[config.mk]
export PLATFORM = sky130hd
export DESIGN_NAME = axis_video_pattern_gen_flat
export DESIGN_NICKNAME = d
export VERILOG_FILES = /design/src/rtl/axis_video_pattern_gen_pkg.sv /design/src/rtl/axis_video_pattern_gen_if.sv /design/src/rtl/axis_pattern_pixel.sv /design/src/rtl/axis_video_pattern_gen.sv /design/src/flat_wrapper.sv
export SDC_FILE = /design/constraint.sdc
export NUM_CORES = 1
export LEC_CHECK = 0
export ABC_AREA = 1
export BUFFER_PORTS_ARGS = -buffer_cell sky130_fd_sc_hd__clkbuf_2
export CORE_UTILIZATION = 56
export DETAILED_ROUTE_END_ITERATION = 7
export PLACE_DENSITY = 0.84
export SKIP_CTS_REPAIR_TIMING = 1
export SLEW_MARGIN = 20
export SYNTH_ARGS = -nofsm -noshare
export SYNTH_HDL_FRONTEND = slang
export SYNTH_SLANG_ARGS = --single-unit
[constraint.sdc]
create_clock -name M_AXIS_ACLK -period 4.2 [get_ports M_AXIS_ACLK]
set_input_delay 0.21 -clock M_AXIS_ACLK [delete_from_list [all_inputs] [get_ports M_AXIS_ACLK]]
set_output_delay 0.21 -clock M_AXIS_ACLK [all_outputs]
set_load 0.05 [all_outputs]
[src/rtl/axis_video_pattern_gen_pkg.sv]
// Shared types and helpers for the AXI4-Stream video test-pattern generator.
package axis_video_pattern_gen_pkg;

  typedef enum logic [1:0] {
    IDLE      = 2'd0,
    FRAME_GAP = 2'd1,
    LINE_GAP  = 2'd2,
    SEND      = 2'd3
  } state_t;

  localparam logic [1:0] MODE_RAMP  = 2'd0;
  localparam logic [1:0] MODE_BARS  = 2'd1;
  localparam logic [1:0] MODE_CONST = 2'd2;
  localparam logic [1:0] MODE_CHECK = 2'd3;

  // Smallest bit count b (at least 1) with 2**b >= value.
  function automatic int clogb2(input int value);
    int bits;
    bits = 1;
    while ((1 << bits) < value) bits++;
    return bits;
  endfunction

endpackage

[src/rtl/axis_video_pattern_gen_if.sv]
// AXI4-Stream video bus between the pattern generator and its sink.
interface axis_video_pattern_gen_if #(
  parameter int DATA_WIDTH = 32
);
  logic                    tvalid;
  logic [DATA_WIDTH-1:0]   tdata;
  logic [DATA_WIDTH/8-1:0] tstrb;
  logic                    tlast;
  logic                    tuser;
  logic                    tready;

  modport master (output tvalid, tdata, tstrb, tlast, tuser, input tready);
  modport slave  (input tvalid, tdata, tstrb, tlast, tuser, output tready);
endinterface

[src/rtl/axis_pattern_pixel.sv]
// Combinational pixel generator: one pixel of the selected pattern at (px, y).
module axis_pattern_pixel
  import axis_video_pattern_gen_pkg::*;
#(
  parameter int PW = 8,
  parameter int XW = 11,
  parameter int H  = 1280
) (
  input  logic [1:0]    mode,
  input  logic [XW-1:0] px,
  input  logic [XW-1:0] y,
  input  logic [7:0]    frame_cnt,
  input  logic [PW-1:0] const_pixel,
  output logic [PW-1:0] pixel
);

  logic [2:0] bar;

  // Bar index uses the full-width column so it spans 0..7 across the line.
  assign bar = 3'(({px, 3'b000}) / (XW+3)'(H));

  always_comb begin
    pixel = '0;
    case (mode)
      MODE_RAMP:  pixel = PW'(px) + PW'(y) + PW'(frame_cnt);
      MODE_BARS:  pixel = {bar, {(PW-3){1'b0}}};
      MODE_CONST: pixel = const_pixel;
      MODE_CHECK: pixel = {PW{px[3] ^ y[3]}};
      default:    pixel = '0;
    endcase
  end

endmodule

[src/rtl/axis_video_pattern_gen.sv]
// AXI4-Stream video test-pattern master: frames of lines with programmable
// line/frame blanking, TUSER at start-of-frame and TLAST at end-of-line.
module axis_video_pattern_gen
  import axis_video_pattern_gen_pkg::*;
#(
  parameter int C_M_AXIS_TDATA_WIDTH = 32,
  parameter int C_PIXEL_WIDTH        = 8,
  parameter int PIXELS_HORIZONTAL    = 1280,
  parameter int PIXELS_VERTICAL      = 1024,
  parameter int C_LINE_GAP           = 3,
  parameter int C_FRAME_GAP          = 1000
) (
  input  logic                     M_AXIS_ACLK,
  input  logic                     M_AXIS_ARESETN,
  input  logic                     enable,
  input  logic [1:0]               mode,
  input  logic [C_PIXEL_WIDTH-1:0] const_pixel,
  axis_video_pattern_gen_if.master m_axis,
  output logic [7:0]               frame_cnt,
  output logic                     busy
);

  localparam int DW     = C_M_AXIS_TDATA_WIDTH;
  localparam int PW     = C_PIXEL_WIDTH;
  localparam int PPB    = DW / PW;
  localparam int XW     = clogb2(((PIXELS_HORIZONTAL > PIXELS_VERTICAL) ?
                                  PIXELS_HORIZONTAL : PIXELS_VERTICAL) + 1);
  localparam int MAXGAP = (C_LINE_GAP > C_FRAME_GAP) ? C_LINE_GAP : C_FRAME_GAP;
  localparam int GW     = clogb2(MAXGAP + 1);

  localparam logic [XW-1:0] X_LAST    = XW'(PIXELS_HORIZONTAL - PPB);
  localparam logic [XW-1:0] Y_LAST    = XW'(PIXELS_VERTICAL - 1);
  localparam logic [XW-1:0] X_STEP    = XW'(PPB);
  localparam logic [GW-1:0] LGAP_LAST = GW'((C_LINE_GAP  > 0) ? C_LINE_GAP  - 1 : 0);
  localparam logic [GW-1:0] FGAP_LAST = GW'((C_FRAME_GAP > 0) ? C_FRAME_GAP - 1 : 0);

  state_t        state_reg;
  logic [XW-1:0] x_reg, y_reg;
  logic [GW-1:0] gap_reg;
  logic [1:0]    mode_reg;
  logic [7:0]    frame_reg;
  logic [DW-1:0] tdata_reg;

  logic          beat_ok, line_end, frame_end, relatch;
  logic [XW-1:0] x_next, y_next;
  logic [7:0]    frame_next;
  logic [1:0]    mode_next;
  logic [DW-1:0] pix_next;

  // Position, frame count and mode as they will stand after this edge; the
  // next beat is computed from these so TDATA is ready the cycle it is shown.
  always_comb begin
    beat_ok    = (state_reg == SEND) && m_axis.tready;
    line_end   = (x_reg == X_LAST);
    frame_end  = line_end && (y_reg == Y_LAST);
    x_next     = x_reg;
    y_next     = y_reg;
    frame_next = frame_reg;
    if (beat_ok) begin
      x_next = line_end ? '0 : x_reg + X_STEP;
      if (line_end) y_next = frame_end ? '0 : y_reg + 1'b1;
      if (frame_end) frame_next = frame_reg + 8'd1;
    end
    relatch   = enable && ((state_reg == IDLE) || (beat_ok && frame_end));
    mode_next = relatch ? mode : mode_reg;
  end

  for (genvar gi = 0; gi < PPB; gi++) begin : g_pix
    axis_pattern_pixel #(
      .PW (PW),
      .XW (XW),
      .H  (PIXELS_HORIZONTAL)
    ) u_pix (
      .mode        (mode_next),
      .px          (x_next + XW'(gi)),
      .y           (y_next),
      .frame_cnt   (frame_next),
      .const_pixel (const_pixel),
      .pixel       (pix_next[gi*PW +: PW])
    );
  end

  always_ff @(posedge M_AXIS_ACLK or negedge M_AXIS_ARESETN) begin
    if (!M_AXIS_ARESETN) begin
      state_reg <= IDLE;
      x_reg     <= '0;
      y_reg     <= '0;
      gap_reg   <= '0;
      mode_reg  <= MODE_RAMP;
      frame_reg <= '0;
      tdata_reg <= '0;
    end else begin
      x_reg     <= x_next;
      y_reg     <= y_next;
      frame_reg <= frame_next;
      mode_reg  <= mode_next;
      if (!((state_reg == SEND) && !m_axis.tready)) tdata_reg <= pix_next;
      case (state_reg)
        IDLE: begin
          if (enable) begin
            gap_reg   <= '0;
            state_reg <= (C_FRAME_GAP == 0) ? SEND : FRAME_GAP;
          end
        end
        FRAME_GAP: begin
          if (gap_reg == FGAP_LAST) state_reg <= SEND;
          else gap_reg <= gap_reg + 1'b1;
        end
        LINE_GAP: begin
          if (gap_reg == LGAP_LAST) state_reg <= SEND;
          else gap_reg <= gap_reg + 1'b1;
        end
        SEND: begin
          if (beat_ok && line_end) begin
            gap_reg <= '0;
            if (frame_end)
              state_reg <= !enable ? IDLE : ((C_FRAME_GAP == 0) ? SEND : FRAME_GAP);
            else
              state_reg <= (C_LINE_GAP == 0) ? SEND : LINE_GAP;
          end
        end
        default: state_reg <= IDLE;
      endcase
    end
  end

  assign m_axis.tvalid = (state_reg == SEND);
  assign m_axis.tdata  = tdata_reg;
  assign m_axis.tstrb  = '1;
  assign m_axis.tlast  = (state_reg == SEND) && line_end;
  assign m_axis.tuser  = (state_reg == SEND) && (x_reg == '0) && (y_reg == '0);
  assign frame_cnt     = frame_reg;
  assign busy          = (state_reg != IDLE);

endmodule
[src/flat_wrapper.sv]
// flat-port wrapper written by rule: the top's interface ports become plain ports
module axis_video_pattern_gen_flat import axis_video_pattern_gen_pkg::*;
#(
  parameter int C_M_AXIS_TDATA_WIDTH = 32,
  parameter int C_PIXEL_WIDTH        = 8,
  parameter int PIXELS_HORIZONTAL    = 1280,
  parameter int PIXELS_VERTICAL      = 1024,
  parameter int C_LINE_GAP           = 3,
  parameter int C_FRAME_GAP          = 1000
)
  (M_AXIS_ACLK, M_AXIS_ARESETN, enable, mode, const_pixel, frame_cnt, busy, m_axis_tvalid, m_axis_tdata, m_axis_tstrb, m_axis_tlast, m_axis_tuser, m_axis_tready);
  axis_video_pattern_gen_if m_axis_i ();
  input  logic M_AXIS_ACLK;
  input  logic M_AXIS_ARESETN;
  input  logic enable;
  input  logic [1:0] mode;
  input  logic [C_PIXEL_WIDTH-1:0] const_pixel;
  output logic [7:0] frame_cnt;
  output logic busy;
  output wire logic [$bits(m_axis_i.tvalid)-1:0] m_axis_tvalid;
  output wire logic [$bits(m_axis_i.tdata)-1:0] m_axis_tdata;
  output wire logic [$bits(m_axis_i.tstrb)-1:0] m_axis_tstrb;
  output wire logic [$bits(m_axis_i.tlast)-1:0] m_axis_tlast;
  output wire logic [$bits(m_axis_i.tuser)-1:0] m_axis_tuser;
  input wire logic [$bits(m_axis_i.tready)-1:0] m_axis_tready;
  assign m_axis_tvalid = m_axis_i.tvalid;
  assign m_axis_tdata = m_axis_i.tdata;
  assign m_axis_tstrb = m_axis_i.tstrb;
  assign m_axis_tlast = m_axis_i.tlast;
  assign m_axis_tuser = m_axis_i.tuser;
  assign m_axis_i.tready = m_axis_tready;
  axis_video_pattern_gen #(.C_M_AXIS_TDATA_WIDTH(C_M_AXIS_TDATA_WIDTH), .C_PIXEL_WIDTH(C_PIXEL_WIDTH), .PIXELS_HORIZONTAL(PIXELS_HORIZONTAL), .PIXELS_VERTICAL(PIXELS_VERTICAL), .C_LINE_GAP(C_LINE_GAP), .C_FRAME_GAP(C_FRAME_GAP)) u_core (.M_AXIS_ACLK(M_AXIS_ACLK), .M_AXIS_ARESETN(M_AXIS_ARESETN), .enable(enable), .mode(mode), .const_pixel(const_pixel), .m_axis(m_axis_i), .frame_cnt(frame_cnt), .busy(busy));
endmodule
## After elaboration in Yosys (flattened, before gate mapping)

Cells that the tools add are included.

- Output and inout port bits: 48
- Flip-flop bits (word level): 76

- $add $sub $neg: 15
- Bitwise logic cells: 4
- Reduce and logical (&&, ||, !) cells: 19
- Div/mod/pow operators: 4
- Eq/ne operators: 16
- Muxes and demuxes: 24

Operators with widths:

| kind | count |
|---|---|
| case mux 8 bit (4 select lines) | 4 |
| adder 8 bit | 8 |
| divider 14 x 11 -> 14 bit (second input constant) | 4 |
| two-way mux 10 bit | 4 |
| case mux 10 bit (4 select lines) | 1 |
| two-way mux 11 bit | 3 |
| two-way mux 8 bit | 4 |
| adder 11 x 1 -> 11 bit (second input constant) | 2 |
| adder 11 x 2 -> 11 bit (second input constant) | 2 |
| logical NOT 11 bit | 2 |
| two-way mux 2 bit | 6 |
| adder 11 x 3 -> 11 bit (second input constant) | 1 |
| equality test 11 x 10 -> 1 bit (second input constant) | 1 |
| equality test 11 bit (second input constant) | 1 |
| adder 10 x 1 -> 10 bit (second input constant) | 1 |
| equality test 10 bit (second input constant) | 1 |
| equality test 10 x 2 -> 1 bit (second input constant) | 1 |
| logical AND 1 bit | 9 |
| adder 8 x 1 -> 8 bit (second input constant) | 1 |
| equality test 2 bit (second input constant) | 4 |
| case mux 2 bit (4 select lines) | 1 |
| AND reduction 4 bit | 2 |
| inequality test 2 x 1 -> 1 bit (second input constant) | 3 |
| inequality test 2 bit (second input constant) | 3 |
| 8 further kinds | 13 |

## Depth between registers and ports, before layout

- Depth in word-level cells: 8
- Depth in mapped cells: 36
- Mapped depth without buffers: 35

## Modules after synthesis

From an unflattened synthesis, not the netlist that was laid out.

- Cell total of the unflattened synthesis: 1,004
- Area total of the unflattened synthesis: 7,708.6 um^2

By module, submodules not included:

| module | area an instance (um^2) | seq. area each (um^2) | cells each | times used |
|---|---|---|---|---|
| axis_video_pattern_gen | 4,752.1 | 1,901.8 | 550 | 1 |
| axis_pattern_pixel (u_core.g_pix[1].u_pix ...) | 726.9 | 0.0 | 114 | 2 |
| axis_pattern_pixel (u_core.g_pix[0].u_pix) | 752.0 | 0.0 | 113 | 1 |
| axis_pattern_pixel (u_core.g_pix[3].u_pix) | 750.7 | 0.0 | 113 | 1 |

## Least setup slack after synthesis

Ideal clock, no wire load.

- Path type: register to register
- From: reg u_core.state_reg[0]
- To: reg u_core.tdata_reg[31], in the netlist u_core.m_axis.tdata[31]
- Path slack: -0.524 ns
- Required time: 4.061 ns
- Arrival: 4.586 ns
- Library setup time: 0.139 ns
- Stages on the path, launching flop included: 23
- Buffers on the path: 1
- Cell sequence: dfrtp_1 ha_1 nand2_4 inv_2 nand2_2 nor2_4 buf_6 nor2_1 a31oi_1 inv_1 fa_1 ha_1 inv_1 fa_1 o21ai_0 nand2_1 nand2_1 a21oi_1 xnor2_1 xor2_1 xor2_1 a21oi_1 a41oi_1

RTL lines:

| element | line | RTL |
|---|---|---|
| from (decl) | axis_video_pattern_gen.sv:37 | `state_t state_reg;` |
| from (signal assigned) | axis_video_pattern_gen.sv:102 | `state_reg <= (C_FRAME_GAP == 0) ? SEND : FRAME_GAP;` |
| from (signal assigned) | axis_video_pattern_gen.sv:117 | `state_reg <= !enable ? IDLE : ((C_FRAME_GAP == 0) ? SEND : FRAME_GAP);` |
| from (signal assigned) | axis_video_pattern_gen.sv:119 | `state_reg <= (C_LINE_GAP == 0) ? SEND : LINE_GAP;` |
| equality test 2 bit | - |  |
| named net m_axis_tvalid | flat_wrapper.sv:20 | `output wire logic [$bits(m_axis_i.tvalid)-1:0] m_axis_tvalid;` |
| logical AND 1 bit | axis_video_pattern_gen.sv:53 | `beat_ok = (state_reg == SEND) && m_axis.tready;` |
| two-way mux 8 bit | axis_video_pattern_gen.sv:59 | `if (beat_ok) begin` |
| named net u_core.g_pix[0].u_pix.y[1] | axis_pattern_pixel.sv:11 | `input logic [XW-1:0] y,` |
| adder 8 bit (2 in a row) | axis_pattern_pixel.sv:25 | `MODE_RAMP: pixel = PW'(px) + PW'(y) + PW'(frame_cnt);` |
| case mux 8 bit (4 select lines) | axis_pattern_pixel.sv:24 | `case (mode)` |
| to (signal assigned) | axis_video_pattern_gen.sv:97 | `if (!((state_reg == SEND) && !m_axis.tready)) tdata_reg <= pix_next;` |
| to (decl) | axis_video_pattern_gen.sv:42 | `logic [DW-1:0] tdata_reg;` |

The timed path passes the listed nets, and every way through them passes these cells.
A chain may end at the register's enable or synchronous reset.

## Final worst setup path

- From: reg u_core.y_reg[0]
- To: reg u_core.tdata_reg[23], in the netlist u_core.m_axis.tdata[23]

RTL lines:

| element | line | RTL |
|---|---|---|
| from (decl) | axis_video_pattern_gen.sv:38 | `logic [XW-1:0] x_reg, y_reg;` |
| from (signal assigned) | axis_video_pattern_gen.sv:94 | `y_reg <= y_next;` |
| equality test 11 x 10 -> 1 bit | axis_video_pattern_gen.sv:55 | `frame_end = line_end && (y_reg == Y_LAST);` |
| logical AND 1 bit | axis_video_pattern_gen.sv:55 |  |
| two-way mux 8 bit | axis_video_pattern_gen.sv:62 | `if (frame_end) frame_next = frame_reg + 8'd1;` |
| two-way mux 8 bit | axis_video_pattern_gen.sv:59 |  |
| named net u_core.frame_next[1] | axis_video_pattern_gen.sv:46 | `logic [7:0] frame_next;` |
| adder 8 bit | axis_pattern_pixel.sv:25 |  |
| case mux 8 bit (4 select lines) | axis_pattern_pixel.sv:24 |  |

The timed path passes the listed nets, and every way through them passes these cells.

==> results.md <==
- Largest family of logic cells by synthesized area: simple AND/OR/NAND/NOR gates
- Row count: 43
- Vias in the first global route: 7810
- Top-Level Pins: 62
- Count leader, synth: nand2_1
- Fraction of registers with async set/reset: 100%
- Mux cell area share after synthesis: 0%
- Critical Path Source Type: flip-flop
- Actual slew at the worst max-slew pin: between 900 and 1000 ps
- Yosys cell types: 58
- Clk Latency, worst-skew pair: approximately 350 ps
- Worst VDD drop: between 0.15 and 0.2 mV
- DRC errors left: 0
- Gr ovfl total: 0
- Fmax: 0.204 GHz
- Leakage: 4.94 nW
- Drt initial violations: between 1000 and 1500
- Root Driver: clkbuf_16
- Top delay family on crit path: adder cells
- Post-DRT Antenna Nets: 0
- Final Hold Fails: 0
- Placeable core area: 13900 µm²
- GPL Wtd Cong: 0.927
- Vias: approximately 8800
- Pre-CTS setup slack: -387 ps
- CP max FO: 5
- FILL cells: 933
- Share of layout cells above drive strength 1: about 29%
- Synthesized area per cell: 7.13 µm²
- XOR/XNOR Fraction of Synth Area: 8.07%
- Min Hold Slack: between 15 and 20 ps
- Share of Yosys cell area claimed by the top area cell type: between 20% and 30%
- Cts bufs inserted: 9
- Endpoints failing setup: 17
- Initial antenna violation count: 0
- Slew HR: about 34%
- TritonCTS clock tree: yes
- Nets: 1381
- Die span in x: 121 µm
- Cell taking the most area after synthesis: dfrtp_1
- Largest net degree at the start of global routing: 77
- Total GRT Usage: 31.6%
- Post-Synthesis Cell Area: 7990 µm²
- Post-synth EDFFs: 0
- Initial Utilization: 57.6%
- Post-synthesis register bit count: 76
- Multi-input gate area: 5840 µm²
- Sequential area share after synthesis: between 20% and 30%
- Max-cap violations: 0
- Port Buffers: 57
- Dpl hpwl: 17300 µm
- Status: complete, but fails checks
- Clock skew: approximately 10 ps
- Buffers and inverters on the worst path: 9
- DR pass1 iterations: 6
- Main synth FF type: dfrtp_1
- Critical path class: flip-flop to flip-flop
- ANT cells: 0
- CP peak stage delay: 510 ps
- Die H: 121 µm
- WL final: 28300 µm
- PwrDens: 154 nW/µm²
- Violated checks: setup timing
- H-tree depth: 3
- TritonCTS Sinks: 76
- First-pass GRT wire length: 36100 µm
- Worst path slowest cell: fa_1
- WP data required: between 4000 and 5000 ps
- Final Max Tran Viols: 0
- Syn-to-layout area delta: 27.8%
- Max reg flops: 32
- Synth Area in Simple Gates: a little under a third
- Adder-Cell Fraction of Synth Area: 15.5%
- Via-per-instance ratio: 6.01
- Top cells by area, synth: dfrtp_1 (24%), nand2_1 (11%), inv_1 (8.8%)
- CP most frequent cell: inv_1
- Register clock-pin slew on the reported worst setup and hold paths: 60 ps
- Area occupied by registers: between 1500 and 2000 µm²
- Setup slack after layout: -704 ps
- DR WL/cell: 19.2 µm
- Synth Area in Compound Gates: under 10%
- Final min period: 4900 ps
- Most frequent cells after synthesis: nand2_1 (242), inv_1 (188), nor2_1 (101), nand3_1 (87), dfrtp_1 (76)
- RSZ-0062 raised after global routing: yes
- Crit path arrival time: 5140 ps
- Number of synthesis warnings: 0
- Mapped Cells: around 1100
- CTS Buffer Depth: 2
- Die ar.: between 10000 and 15000 µm²
- Final period utilization: 117%
- Element type at the critical path end: flip-flop
- Hold crit path type: input pin to async pin
## placed cells by master (no fill, tap or decap), drive strengths merged, types with 3 or more instances in the layout
cell	n
a21oi	41
a31oi	19
buf	114
clkbuf	69
conb	4
dfrtp	76
fa	30
ha	51
inv	200
nand2	273
nand3	93
nand3b	7
nand4	14
nor2	118
nor3	10
nor3b	3
nor4	11
o211ai	3
o21ai	56
o22ai	5
o31ai	3
or2	6
xnor2	15
xor2	50
## power breakdown
group | switching [mW] | total (mW) | internal (mW)
logic | 0.0252 | 0.0297 | 0.00455
registers | 0 | 0.732 | 0.732
clock network | 0.327 | 0.806 | 0.479
total | 0.352 | 1.57 | 1.22
## layer usage
metal	vias to the layer above	global-route usage, %	routed length, µm	part of all wire (%)
met1	4095	37.9	10100	36
met2	648	52.6	13000	46
met4	0	20.1	2230	7.9
li1	3888	-	-	-
met5	-	0	0	0
met3	210	5.08	2940	10
## final cells by class
cell class / count / area share (%)
repair buffers: 170 / 11.5
flip-flops and latches: 76 / 18.6
clock buffers: 13 / 2.45
clock inverters: 3 / 0.454
multi-input cells: 827 / 57.2
inverters: 202 / 7.56
well taps: 180 / 2.21
## metrics by stage
| stage | util (%) | instances | cell area, µm² | power, mW | TNS (ps) |
|---|---|---|---|---|---|
| 5_1_grt | 73.5 | 1471 | 10200 | 1.59 | -9340 |
| 3_3_place_gp | 65.8 | 1425 | 9130 | 0.775 | -634 |
| 2_1_floorplan | - | 1123 | 8090 | 0.757 | 0 |
| 4_1_cts | 67.9 | 1441 | 9420 | 1.56 | -3230 |
| 6_report | 73.5 | 1471 | 10200 | 1.57 | -5250 |
| 3_5_place_dp | 65.8 | 1425 | 9130 | 0.776 | -2380 |
## cells by family after synthesis
logic type | count (synthesis)
and+or+nand+nor | 538
buffers and inverters | 221
AOI/OAI and AO/OA | 138
adders and majority gates | 81
DFF | 76
xor gates and xnor gates | 65
other | 1
## worst paths after layout
| kind | slack, ps | start | endpoint | cells past startpoint |
|---|---|---|---|---|
| worst max-delay path | -700 | u_core.y_reg[0] | u_core.m_axis.tdata[23] | 29 |
| worst min-delay path | 20 | M_AXIS_ARESETN | u_core.gap_reg[6] | 1 |
| worst max register to register | -700 | u_core.y_reg[0] | u_core.m_axis.tdata[23] | 29 |
| worst min register to register | 480 | u_core.m_axis.tdata[21] | u_core.m_axis.tdata[21] | 2 |
| max in group asynchronous | 3510 | M_AXIS_ARESETN | u_core.state_reg[0] | 1 |
| min in group M_AXIS_ACLK | 200 | const_pixel[0] | u_core.m_axis.tdata[16] | 3 |
(Power assumes the default switching activity.)
